## src/rtl/intr_pkg.sv

```systemverilog
// Shared types and helpers for the interrupt pulse arbiter.
//   ch_state_t  : per-channel request state (idle / pending / waiting for release)
//   arb_state_t : arbiter state (idle / interrupt asserted / mandatory low gap)
//   id_width()  : width of a channel index, never less than one bit
package intr_pkg;

   typedef enum logic [1:0] {
      CH_IDLE,
      CH_PEND,
      CH_WAIT
   } ch_state_t;

   typedef enum logic [1:0] {
      ST_IDLE,
      ST_ASSERT,
      ST_GAP
   } arb_state_t;

   function automatic int id_width(input int n);
      return (n > 1) ? $clog2(n) : 1;
   endfunction

endpackage

```

## src/rtl/intr_chan.sv

```systemverilog
// One request channel: input synchroniser followed by the press FSM.
//   CLK     : system clock, rising edge
//   RESET_N : asynchronous active-low reset
//   PRESS   : raw asynchronous request input, active high
//   GRANT   : arbiter grant for this channel (only meaningful while pending)
//   PEND    : channel holds an unserved request
module intr_chan
   import intr_pkg::*;
#(
   parameter int SYNC_STAGES = 2
) (
   input  logic CLK,
   input  logic RESET_N,
   input  logic PRESS,
   input  logic GRANT,
   output logic PEND
);

   logic [SYNC_STAGES-1:0] sync;
   logic                   sp;
   ch_state_t              state;
   ch_state_t              state_n;

   always_ff @(posedge CLK or negedge RESET_N) begin
      if (!RESET_N) begin
         sync <= '0;
      end else begin
         sync <= {sync[SYNC_STAGES-2:0], PRESS};
      end
   end

   assign sp = sync[SYNC_STAGES-1];

   always_ff @(posedge CLK or negedge RESET_N) begin
      if (!RESET_N) begin
         state <= CH_IDLE;
      end else begin
         state <= state_n;
      end
   end

   // A press is only re-armed once the synchronised input has been seen low
   // after the grant; anything the input does while pending or waiting is ignored.
   always_comb begin
      state_n = state;
      case (state)
         CH_IDLE: if (sp)    state_n = CH_PEND;
         CH_PEND: if (GRANT) state_n = CH_WAIT;
         CH_WAIT: if (!sp)   state_n = CH_IDLE;
         default:            state_n = CH_IDLE;
      endcase
   end

   assign PEND = (state == CH_PEND);

endmodule

```

## src/rtl/intr_pulse_arb.sv

```systemverilog
// Multi-channel interrupt pulse arbiter.
// Each channel turns one press into one request; requests are served one at a
// time by fixed priority (lowest index first) and drive INTR as a fixed-width
// pulse (MODE_ACK=0) or as a level held until INTR_ACK (MODE_ACK=1).
//   CLK      : system clock, rising edge
//   RESET_N  : asynchronous active-low reset
//   PRESS    : raw asynchronous request inputs, active high
//   INTR_ACK : CPU acknowledge, only honoured in MODE_ACK=1 while asserted
//   INTR     : registered interrupt line to the CPU
//   INTR_ID  : index of the channel being served, holds after INTR falls
//   PEND     : per-channel pending flags
//   BUSY     : arbiter is not idle
module intr_pulse_arb
   import intr_pkg::*;
#(
   parameter int N_CH        = 4,
   parameter int PULSE_LEN   = 6,
   parameter int MODE_ACK    = 0,
   parameter int SYNC_STAGES = 2,
   localparam int ID_W       = id_width(N_CH)
) (
   input  logic            CLK,
   input  logic            RESET_N,
   input  logic [N_CH-1:0] PRESS,
   input  logic            INTR_ACK,
   output logic            INTR,
   output logic [ID_W-1:0] INTR_ID,
   output logic [N_CH-1:0] PEND,
   output logic            BUSY
);

   localparam int CNT_W = $clog2(PULSE_LEN + 1);

   logic [N_CH-1:0] ch_pend;
   logic [N_CH-1:0] grant;
   logic            any_pend;
   logic [ID_W-1:0] pick_id;

   arb_state_t      state;
   arb_state_t      state_n;
   logic [CNT_W-1:0] cnt;
   logic [CNT_W-1:0] cnt_n;
   logic [ID_W-1:0] id_q;
   logic [ID_W-1:0] id_n;
   logic            intr_q;
   logic            intr_n;

   for (genvar g = 0; g < N_CH; g++) begin : g_chan
      intr_chan #(
         .SYNC_STAGES (SYNC_STAGES)
      ) u_chan (
         .CLK     (CLK),
         .RESET_N (RESET_N),
         .PRESS   (PRESS[g]),
         .GRANT   (grant[g]),
         .PEND    (ch_pend[g])
      );
   end

   // Lowest pending index wins. The grant is only issued from idle, so it
   // coincides with the edge on which the arbiter enters ST_ASSERT.
   always_comb begin
      pick_id  = '0;
      any_pend = 1'b0;
      grant    = '0;
      for (int i = 0; i < N_CH; i++) begin
         if (!any_pend && ch_pend[i]) begin
            pick_id  = ID_W'(i);
            any_pend = 1'b1;
            grant[i] = (state == ST_IDLE);
         end
      end
   end

   always_comb begin
      state_n = state;
      cnt_n   = cnt;
      id_n    = id_q;
      case (state)
         ST_IDLE: begin
            if (any_pend) begin
               state_n = ST_ASSERT;
               cnt_n   = CNT_W'(PULSE_LEN - 1);
               id_n    = pick_id;
            end
         end
         ST_ASSERT: begin
            if (MODE_ACK != 0) begin
               if (INTR_ACK) state_n = ST_GAP;
            end else if (cnt == '0) begin
               state_n = ST_GAP;
            end else begin
               cnt_n = cnt - CNT_W'(1);
            end
         end
         ST_GAP:  state_n = ST_IDLE;
         default: state_n = ST_IDLE;
      endcase
      // INTR is a flop loaded from the next state so it rises on the grant edge.
      intr_n = (state_n == ST_ASSERT);
   end

   always_ff @(posedge CLK or negedge RESET_N) begin
      if (!RESET_N) begin
         state  <= ST_IDLE;
         cnt    <= '0;
         id_q   <= '0;
         intr_q <= 1'b0;
      end else begin
         state  <= state_n;
         cnt    <= cnt_n;
         id_q   <= id_n;
         intr_q <= intr_n;
      end
   end

   assign INTR    = intr_q;
   assign INTR_ID = id_q;
   assign PEND    = ch_pend;
   assign BUSY    = (state != ST_IDLE);

endmodule

```

## config.mk

```make
export PLATFORM = sky130hd
export DESIGN_NAME = intr_pulse_arb
export DESIGN_NICKNAME = d
export VERILOG_FILES = /design/src/rtl/intr_pkg.sv /design/src/rtl/intr_chan.sv /design/src/rtl/intr_pulse_arb.sv
export SDC_FILE = /design/constraint.sdc
export NUM_CORES = 1
export LEC_CHECK = 0
export ABC_AREA = 1
export CORE_MARGIN = 10
export CORE_UTILIZATION = 45
export CTS_CLUSTER_SIZE = 10
export DETAILED_ROUTE_END_ITERATION = 10
export HOLD_SLACK_MARGIN = 0.1
export PLACE_DENSITY_LB_ADDON = 0.2
export SYNTH_ARGS = -nofsm -noshare
export SYNTH_HDL_FRONTEND = slang
export SYNTH_SLANG_ARGS = --single-unit
```

## constraint.sdc

```tcl
create_clock -name CLK -period 1.85 [get_ports CLK]
set_clock_uncertainty 0.15 [all_clocks]
set_input_delay 0.2775 -clock CLK [delete_from_list [all_inputs] [get_ports CLK]]
set_output_delay 0.2775 -clock CLK [all_outputs]
set_load 0.03 [all_outputs]
```

==> flow_metrics.py, run 1 <==
metrics = {
    "cells_and_area": {
        "nets": 127,
        "antenna_cells": 0,
        "areaGrowthSynthToFinish_pct": 20.9,
        "nFillCells": 205,
        "final_layout_size_suffix_gt1_share_pct": 14.5,
        "layout.cells.most_common_list": "25 x nand2_1, 24 x dfrtp_1, 15 x inv_1",
        "layout_commonest_cell": "nand2_1",
    },
    "global_route": {
        "antenna_found_initial": 0,
        "grt_pass1_wl_mm": 3.04,
        "grt_pass1_vias": 727,
        "use_met2_pct": 14.0,
        "grt-busiest-layer": "met2",
        "grt_max_degree": 25,
        "gr-usage-met3_pct": 2.81,
        "gr-usage-met1_pct": 10.1,
        "grt-ovfl-total": 0,
        "grt_usage_pct": 8.61,
    },
    "setup_path": {
        "worstSetupStartpoint": "INTR_ID[1]",
        "cp_slowest_cell": "clkdlybuf4s50_1",
        "ff2ff_setup_slack_ns": 0.49,
        "cpPeakStageDelay_ns": 0.68,
        "critPathMaxFanout": 2,
        "rr_endpoint": "g_chan[2].u_chan.state[0]",
        "path_buf_inv": 1,
        "path_delay_family": "buffers and inverters",
        "arrival_ns": 1.37,
        "critPathKind": "reg -> out",
        "r2r.worst_path.cells": 8,
        "crit_chain": "clkdlybuf4s50_1",
        "r2r_start": "g_chan[0].u_chan.state[1]",
        "crit_required_ns": 1.42,
        "crit_end": "INTR_ID[1]",
        "path_depth": 1,
        "end_kind": "output port",
        "cp-start-kind": "flop",
    },
    "placed_design": {
        "routabilityCongestion": 0.740,
        "io_buffers": 13,
        "dp_hpwl_mm": 1.34,
    },
    "synthesis": {
        "yosys_warnings": 0,
        "syn_area_per_cell_um2": 10.2,
        "yosys.area.top_type": "dfrtp_1",
        "synth_seq_cells": 24,
        "ys_seq_area_share_pct": 58.9,
        "synth_top_area_share_pct": 58.9,
        "yosys-top-cells-area": "dfrtp_1 59%, nand2_1 9.2%, inv_1 5.5%, nand3_1 3.9%, buf_4 2.9%",
        "synth.distinct_cells": 21,
        "syn_area_um2": 1020,
        "syn_nets": 109,
        "syn_inst": 100,
    },
    "route": {
        "drtPass1Iterations": 4,
        "vias": 684,
        "detail-route-antenna-nets": 0,
        "viasPerCell": 4.72,
        "first_iter_violations": 9,
        "avgRoutedWirePerCell_um": 11.8,
        "drc_errors": 0,
        "drt_wl_total_mm": 1.72,
    },
    "clock_tree": {
        "clock-sinks": 24,
        "numCtsBuffers": 3,
        "post_cts.repair.setup_buffers": 0,
        "clkTransAtPathRegs_ns": 0.13,
        "clockRootBuffer": "clkbuf_4",
        "ctsHoldBuffers": 0,
        "clk_latency_ns": 0.31,
        "htree_levels": 1,
        "clockBufferDepth": 2,
        "ctsResizeCount": 6,
        "cts_tree": "built",
    },
    "timing": {
        "hold_ws_ns": 0.159,
        "finalMaxSlewViolations": 0,
        "min_period_ns": 1.79,
        "setup_viol_count_final": 0,
        "rsz0062_at_grt": "false",
        "worst_slew_pin_slew_ns": 0.310,
        "fin_setup_tns_ns": 0,
        "period_share_pct": 96.9,
        "hold_violations": 0,
        "max_freq_ghz": 0.558,
        "slew_headroom_pct": 79.3,
    },
    "pwr": {
        "internal_power_mw": 1.31,
        "switching_share_pct": 42.6,
        "switchingPower_mw": 0.968,
        "leakagePower_nw": 0.618,
        "combPwrFrac_pct": 49.2,
        "ir_worst_vdd_mv": 1.01,
        "clkPwrFrac_pct": 16.4,
        "p_per_area_nw_per_um2": 1840,
        "seqPwrFrac_pct": 34.4,
    },
    "floorplanning": {
        "core_um2": 2190,
        "die_height_um": 67.6,
        "die_area_um2": 4570,
        "io_pins": 15,
        "initial_core_util_pct": 46.5,
        "core.rowCount": 17,
        "die-width_um": 67.6,
    },
    "hold_path": {
        "hold_path_class": "in -> async",
    },
    "job": {
        "cap_violations": 0,
    },
    "outcome": {
        "status": "finished, final reports clean",
    },
}
cells in the mapped netlist:
cell and n:
o22ai_1 3, nand3_2 1, buf_4 4, ha_1 2, nand2_1 25, nand4_4 1, nand4_1 1, inv_4 1
nand3_1 8, inv_1 15, nor2_8 1, nand2_2 1, o21ai_1 1, nor2_4 1, nand2_4 1, o21ai_4 1
nor3_1 2, dfrtp_1 24, a31oi_1 1, nor2_1 4, o21ai_0 2
worst min path at each step:
stage,slack (ns),cells after the start,startpoint,to
2_1_floorplan,-0.17,0,RESET_N,INTR
3_3_place_gp,0.18,0,g_chan[3].u_chan.sync[0],g_chan[3].u_chan.sync[1]
3_5_place_dp,0.19,0,g_chan[0].u_chan.sync[0],g_chan[0].u_chan.sync[1]
4_1_cts,0.16,2,RESET_N,g_chan[3].u_chan.state[1]
5_1_grt,0.16,2,RESET_N,g_chan[3].u_chan.sync[0]
6_report,0.16,2,RESET_N,g_chan[3].u_chan.sync[0]
power groups by stage:
stage               clock network (mW)  registers [mW]  logic (mW)
floorplan                            0           0.830       0.816
global placement                     0           0.785        1.14
detailed placement                   0           0.795        1.17
CTS                              0.386           0.783        1.13
global route                     0.408           0.801        1.25
finish                           0.372           0.782        1.12
metrics by stage:
stage          power (mW)  std cells  setup WS (ns)  area [um^2]  util [%]
6_report             2.27        145         0.0575         1230      56.3
5_1_grt              2.46        145       0.000421         1230      56.3
3_3_place_gp         1.92        141          0.119         1180      54.1
2_1_floorplan        1.65        100          0.554         1020         -
4_1_cts              2.30        145         0.0229         1230      56.3
3_5_place_dp         1.97        141         0.0981         1180      54.1
flip-flops by register name, indices dropped and copies added (netlist names):
| register | flops |
|---|---|
| g_chan.u_chan.sync | 8 |
| state | 2 |
| INTR | 1 |
| cnt | 3 |
| INTR_ID | 2 |
| g_chan.u_chan.state | 8 |
per-layer routing:
layer	vias to the layer above	share of wire (%)
met5	-	0
met4	0	0.76
met3	2	6.0
met2	12	51
met1	321	42
li1	349	-
final cells by class:
class | instances | area [um^2] | area share (%)
multi-input cells | 56 | 327 | 26.5
clock inverters | 1 | 30.0 | 2.44
clock buffers | 3 | 22.5 | 1.83
well taps | 28 | 35.0 | 2.84
repair buffers | 17 | 155 | 12.6
flip-flops and latches | 24 | 601 | 48.7
inverters | 16 | 62.6 | 5.08
worst reg2reg max path: cells and delay by family, from the launching register on:
family | cells | cell delay [ns]
compound gates | 1 | 0.06
buf+inv | 3 | 0.28
flops | 1 | 0.37
simple gates | 4 | 0.40
logic make-up (layout without fill, tap and decap cells):
kind of cell | count (synthesis) | in the layout | share of synthesized area (%)
buffers and inverters | 20 | 37 | 9.08
AOI/OAI and AO/OA | 8 | 8 | 5.52
and+or+nand+nor | 46 | 46 | 24.0
adders and majority gates | 2 | 2 | 2.45
DFF | 24 | 24 | 58.9
No activity file was read; power rests on OpenSTA's default activity.
==> run 2, diff against run 1 <==
==> constraint.sdc (replaced) <==
create_clock -name CLK -period 2.3 [get_ports CLK]
set_clock_uncertainty 0.15 [all_clocks]
set_input_delay 0.345 -clock CLK [delete_from_list [all_inputs] [get_ports CLK]]
set_output_delay 0.345 -clock CLK [all_outputs]
set_load 0.03 [all_outputs]
==> run 2 against run 1 <==
  * Utilization is 2.1 points lower
  * Die area stayed put
  * Design area is 3.7% lower
  * Worst hold slack better by 0.052 ns
  * Sequential share of layout area is 1.8 points higher
  * Via count is 0.44% lower
  * Wire length is 3.8% lower
  * Combinational power is 21% lower
  * Critical endpoint is now PEND[2]
  * Largest cell class unchanged
  * Largest power group unchanged
==> flow_metrics.py, run 2 (synthesis results as in run 1) <==
metrics = {
    "timing": {
        "fin_setup_tns_ns": 0,
        "setup_viol_count_final": 0,
        "min_period_ns": 2.15,
        "finalMaxSlewViolations": 0,
        "hold_ws_ns": 0.211,
        "hold_violations": 0,
        "worst_slew_pin_slew_ns": 0.322,
        "period_share_pct": 93.7,
        "max_freq_ghz": 0.464,
        "slew_headroom_pct": 78.5,
        "rsz0062_at_grt": "false",
    },
    "route": {
        "drt_wl_total_mm": 1.65,
        "avgRoutedWirePerCell_um": 11.7,
        "first_iter_violations": 33,
        "drtPass1Iterations": 5,
        "viasPerCell": 4.83,
        "vias": 681,
        "drc_errors": 0,
        "detail-route-antenna-nets": 0,
    },
    "pwr": {
        "switching_share_pct": 45.0,
        "ir_worst_vdd_mv": 0.800,
        "clkPwrFrac_pct": 10.4,
        "leakagePower_nw": 0.598,
        "p_per_area_nw_per_um2": 1420,
        "internal_power_mw": 0.930,
        "seqPwrFrac_pct": 37.1,
        "combPwrFrac_pct": 52.6,
        "power.total_mw": 1.69,
        "switchingPower_mw": 0.761,
    },
    "hold_path": {
        "hold_path_class": "reg -> reg",
        "hp-start": "g_chan[3].u_chan.sync[0]",
        "whs_path_depth": 0,
        "min_to": "g_chan[3].u_chan.sync[1]",
    },
    "placed_design": {
        "routabilityCongestion": 0.719,
        "io_buffers": 13,
        "dp_hpwl_mm": 1.28,
    },
    "cells_and_area": {
        "final_layout_size_suffix_gt1_share_pct": 10.6,
        "nets": 124,
        "antenna_cells": 0,
        "largestRegisters": "g_chan.u_chan.state: 8 flops, g_chan.u_chan.sync: 8 flops, cnt: 3 flops",
        "layout.cells.most_common_list": "25 x nand2_1, 24 x dfrtp_1, 15 x inv_1",
        "final_util_pct": 54.2,
        "areaGrowthSynthToFinish_pct": 16.4,
        "layout_commonest_cell": "nand2_1",
    },
    "setup_path": {
        "crit_required_ns": 1.80,
        "end_kind": "output port",
        "critPathKind": "reg -> out",
        "r2r_start": "state[1]",
        "critPathMaxFanout": 3,
        "ff2ff_setup_slack_ns": 0.95,
        "worstSetupStartpoint": "g_chan[2].u_chan.state[1]",
        "arrival_ns": 1.66,
        "cp-start-kind": "flop",
        "rr_endpoint": "g_chan[2].u_chan.state[0]",
        "r2r.worst_path.cells": 6,
    },
    "clock_tree": {
        "clockBufferDepth": 2,
        "clk_latency_ns": 0.30,
        "cts_tree": "built",
        "clockRootBuffer": "clkbuf_4",
        "clock-sinks": 24,
        "htree_levels": 1,
        "numCtsBuffers": 3,
        "clkTransAtPathRegs_ns": 0.12,
    },
    "outcome": {
        "status": "finished, final reports clean",
    },
    "global_route": {
        "grt_max_degree": 25,
        "grt-ovfl-total": 0,
        "grt_pass1_wl_mm": 3.03,
        "grt_pass1_vias": 732,
        "grt_usage_pct": 8.58,
        "antenna_found_initial": 0,
    },
    "floorplanning": {
        "die_height_um": 67.6,
        "die_area_um2": 4570,
        "core.rowCount": 17,
        "initial_core_util_pct": 46.5,
        "core_um2": 2190,
        "die-width_um": 67.6,
        "io_pins": 15,
    },
    "job": {
        "cap_violations": 0,
    },
}
-- run 2: cell count changes in the layout (fill, tap and decap cells not counted), sizes merged --
cell | before | now
buf | 4 | 1
bufinv | 1 | 0
dlymetal6s2s | 0 | 1
clkdlybuf4s15 | 4 | 0
clkbuf | 4 | 3
clkdlybuf4s50 | 8 | 12
-- run 2: through the flow --
stage / setup WS, ns / instances / instance area (um^2)
after global routing: 0.0506 / 141 / 1190
after detailed placement: 0.400 / 138 / 1160
after global placement: 0.422 / 138 / 1160
after floorplan: 0.965 / 100 / 1020
after CTS: 0.0415 / 141 / 1180
final: 0.146 / 141 / 1190
-- run 2: what timing repair did --
action	4_1_cts	5_1_grt
endpoints found under the setup margin	0	1
buffers inserted	0	0
resized for setup	0	1
hold buffers	0	0
-- run 2: routing by layer --
metal	up-vias	part of all wire [%]	global-route usage [%]
met5	-	0	0
met1	319	44	9.75
li1	342	-	-
met4	0	1.8	5.13
met3	4	6.5	2.64
met2	16	47	13.8
-- run 2: area by class of cell --
class / count / area [um^2]
clock buffers: 3 / 22.5
fillers: 195 / 1000
inverters: 16 / 62.6
multi-input cells: 56 / 327
flip-flops and latches: 24 / 601
well taps: 28 / 35.0
repair buffers: 14 / 140
-- run 2: how the worst max path moves through the flow --
stage	end	slack (ns)	cells past startpoint
floorplan	PEND[0]	0.97	4
global placement	PEND[0]	0.42	4
detailed placement	PEND[0]	0.40	4
CTS	PEND[0]	0.04	4
global route	PEND[2]	0.05	4
finish	PEND[2]	0.15	4
-- run 2: power by group through the flow --
stage               sequential [mW]  clock, mW  combinational (mW)
floorplan                     0.668          0               0.657
global placement              0.631          0               0.875
detailed placement            0.638          0               0.901
CTS                           0.628      0.183               0.905
global route                  0.644      0.198               0.997
finish                        0.627      0.175               0.889
-- run 2: critical path: stages, from the launching register on --
cell and delay (ns):
dfrtp_1 0.39, inv_1 0.08, nand2_2 0.08, inv_1 0.11, clkdlybuf4s50_1 0.68
==> run 3, diff against run 2 <==
--- a/config.mk
+++ b/config.mk
@@ -14,4 +14,5 @@
 export PLACE_DENSITY_LB_ADDON = 0.2
 export SYNTH_ARGS = -nofsm -noshare
 export SYNTH_HDL_FRONTEND = slang
+export SYNTH_HIERARCHICAL = 1
 export SYNTH_SLANG_ARGS = --single-unit
==> run 3 against run 2 <==
  * Final cell count up 15%
  * Setup slack worse by 0.020 ns
  * Worst hold slack gained 0.0065 ns
  * Sequential share of layout area fell by 3.5 points
  * Critical endpoint is now BUSY
  * Largest power group unchanged
  * Highest routed layer unchanged
==> flow_metrics.py, run 3 <==
metrics = {
    "route": {
        "viasPerCell": 4.65,
        "first_iter_violations": 29,
        "avgRoutedWirePerCell_um": 11.1,
        "drc_errors": 0,
        "vias": 754,
        "detail-route-antenna-nets": 0,
        "drt_wl_total_mm": 1.80,
        "drtPass1Iterations": 4,
    },
    "floorplanning": {
        "die_area_um2": 4720,
        "initial_core_util_pct": 47.8,
        "die_height_um": 68.7,
        "core.rowCount": 17,
        "die-width_um": 68.7,
        "io_pins": 15,
        "core_um2": 2230,
    },
    "setup_path": {
        "path_buf_inv": 2,
        "ff2ff_setup_slack_ns": 0.85,
        "end_kind": "output port",
        "cpPeakStageDelay_ns": 0.68,
        "cp_slowest_cell": "clkdlybuf4s50_1",
        "arrival_ns": 1.68,
        "path_depth": 3,
        "critPathMaxFanout": 6,
        "r2r_start": "g_chan[0].u_chan/state[0]",
        "r2r.worst_path.cells": 8,
        "worstSetupStartpoint": "state[1]",
        "crit_required_ns": 1.80,
        "critPathKind": "reg -> out",
        "crit_end": "BUSY",
        "crit_chain": "nor2_4 > inv_4 > clkdlybuf4s50_1",
        "cp-start-kind": "flop",
        "path_delay_family": "buffers and inverters",
        "rr_endpoint": "g_chan[2].u_chan/state[0]",
    },
    "synthesis": {
        "synthFlopType": "dfrtp_1",
        "synth_seq_cells": 24,
        "yosys-top-cells-area": "dfrtp_1 56%, nand3_1 8.9%, nand2_1 7.0%, inv_1 5.6%, nand3_2 3.8%",
        "syn_area_per_cell_um2": 9.20,
        "yosys_warnings": 6,
        "syn_inst": 116,
        "syn_nets": 125,
        "yosys.area.top_type": "dfrtp_1",
        "syn_area_um2": 1070,
        "synth.distinct_cells": 18,
        "synth-edff-count": 0,
        "netlist_top_cells_count": "24 x dfrtp_1, 20 x nand2_1, 19 x nand3_1, 16 x inv_1, 9 x inv_2",
        "synth_top_area_share_pct": 56.3,
        "synth_most_common_cell": "dfrtp_1",
        "ys_async_sr_fraction_pct": 100,
        "ys_seq_area_share_pct": 56.3,
    },
    "clock_tree": {
        "post_cts.repair.setup_buffers": 0,
        "cts_tree": "built",
        "ctsHoldBuffers": 0,
        "clk_latency_ns": 0.31,
        "clock-sinks": 24,
        "htree_levels": 1,
        "clockRootBuffer": "clkbuf_4",
        "numCtsBuffers": 3,
        "ctsResizeCount": 1,
        "clockBufferDepth": 2,
        "clkTransAtPathRegs_ns": 0.13,
    },
    "job": {
        "cap_violations": 0,
    },
    "cells_and_area": {
        "largestRegisters": "g_chan.u_chan/state: 8 flops, g_chan.u_chan/sync: 8 flops, cnt: 3 flops",
        "layout.cells.most_common_list": "24 x dfrtp_1, 20 x nand2_1, 19 x nand3_1",
        "nFillCells": 216,
        "final_layout_size_suffix_gt1_share_pct": 19.4,
        "nets": 144,
        "final_area_um2": 1270,
        "layout_commonest_cell": "dfrtp_1",
        "antenna_cells": 0,
        "areaGrowthSynthToFinish_pct": 19.5,
    },
    "timing": {
        "min_period_ns": 2.17,
        "period_share_pct": 94.5,
        "slew_headroom_pct": 77.8,
        "finalMaxSlewViolations": 0,
        "worst_slew_pin_slew_ns": 0.332,
        "setup_viol_count_final": 0,
        "max_freq_ghz": 0.460,
        "hold_violations": 0,
        "fin_setup_tns_ns": 0,
        "rsz0062_at_grt": "false",
    },
    "pwr": {
        "p_per_area_nw_per_um2": 1420,
        "internal_power_mw": 0.989,
        "leakagePower_nw": 0.643,
        "combPwrFrac_pct": 52.1,
        "seqPwrFrac_pct": 35.9,
        "ir_worst_vdd_mv": 0.766,
        "switching_share_pct": 45.4,
        "switchingPower_mw": 0.823,
        "clkPwrFrac_pct": 12.0,
    },
    "global_route": {
        "grt_usage_pct": 9.40,
        "grt_pass1_wl_mm": 3.38,
        "grt-ovfl-total": 0,
        "grt_max_degree": 25,
        "grt_pass1_vias": 784,
        "antenna_found_initial": 0,
    },
    "placed_design": {
        "dp_hpwl_mm": 1.44,
        "io_buffers": 13,
        "routabilityCongestion": 0.750,
        "dpl-instance-area_um2": 1240,
    },
    "hold_path": {
        "hold_path_class": "in -> async",
    },
    "outcome": {
        "status": "finished, final reports clean",
    },
}
## run 3: worst min-delay path by stage
| stage | start | to | depth (start not counted) |
|---|---|---|---|
| after CTS | RESET_N | INTR | 2 |
| after global placement | g_chan[1].u_chan/sync[0] | g_chan[1].u_chan/sync[1] | 0 |
| after floorplan | RESET_N | INTR | 0 |
| final | RESET_N | state[0] | 2 |
| after global routing | RESET_N | state[1] | 2 |
| after detailed placement | g_chan[3].u_chan/sync[0] | g_chan[3].u_chan/sync[1] | 0 |
## run 3: kinds of logic (layout without fill, tap and decap cells)
kind of cell	Yosys count	after routing	synth area share [%]
AO/OA/AOI/OAI	2	2	0.937
AND/OR/NAND/NOR	62	62	31.1
flip-flops	24	24	56.3
adder cells (fa/ha/maj)	2	2	2.34
buffers and inverters	26	44	9.38
## run 3: stage by stage
step           instances  setup WS [ns]  hold slack, ns  utilization, %  power, mW
6_report             162          0.126           0.217            57.1       1.81
3_3_place_gp         158          0.384           0.183            55.5       1.60
3_5_place_dp         158          0.349           0.194            55.5       1.63
2_1_floorplan        116          0.608          -0.101               -       1.35
4_1_cts              162          0.103           0.222            57.1       1.84
5_1_grt              162         0.0235           0.229            57.1       2.00
## run 3: layout make-up
cell class                 count  area (um^2)  area share, %
sequential                    24          601           47.1
inverter                      26          100           7.85
clock buffer                   4         36.3           2.85
tap                           28         35.0           2.75
multi-input combinational     66          367           28.8
timing repair buffer          14          136           10.7
## run 3: power groups by stage
stage | sequential (mW) | clock (mW) | combinational, mW
2_1_floorplan | 0.691 | 0 | 0.654
3_3_place_gp | 0.654 | 0 | 0.948
3_5_place_dp | 0.661 | 0 | 0.970
4_1_cts | 0.652 | 0.225 | 0.965
5_1_grt | 0.671 | 0.241 | 1.08
6_report | 0.651 | 0.217 | 0.945
## run 3: worst register-to-register path: stages (launching register included)
cell and delay [ns]:
dfrtp_1 0.42, inv_2 0.08, nor2_1 0.09, nor2_2 0.15, inv_1 0.08, nor3_1 0.20
inv_1 0.07, nand3_1 0.08, nand2_1 0.05
## run 3: layer usage
layer / part of all wire, % / global-route usage, % / wire length (um)
met1: 45 / 10.8 / 805
met2: 47 / 15.8 / 847
met3: 6.7 / 2.74 / 120
met4: 1.7 / 4.43 / 30
met5: 0 / 0 / 0
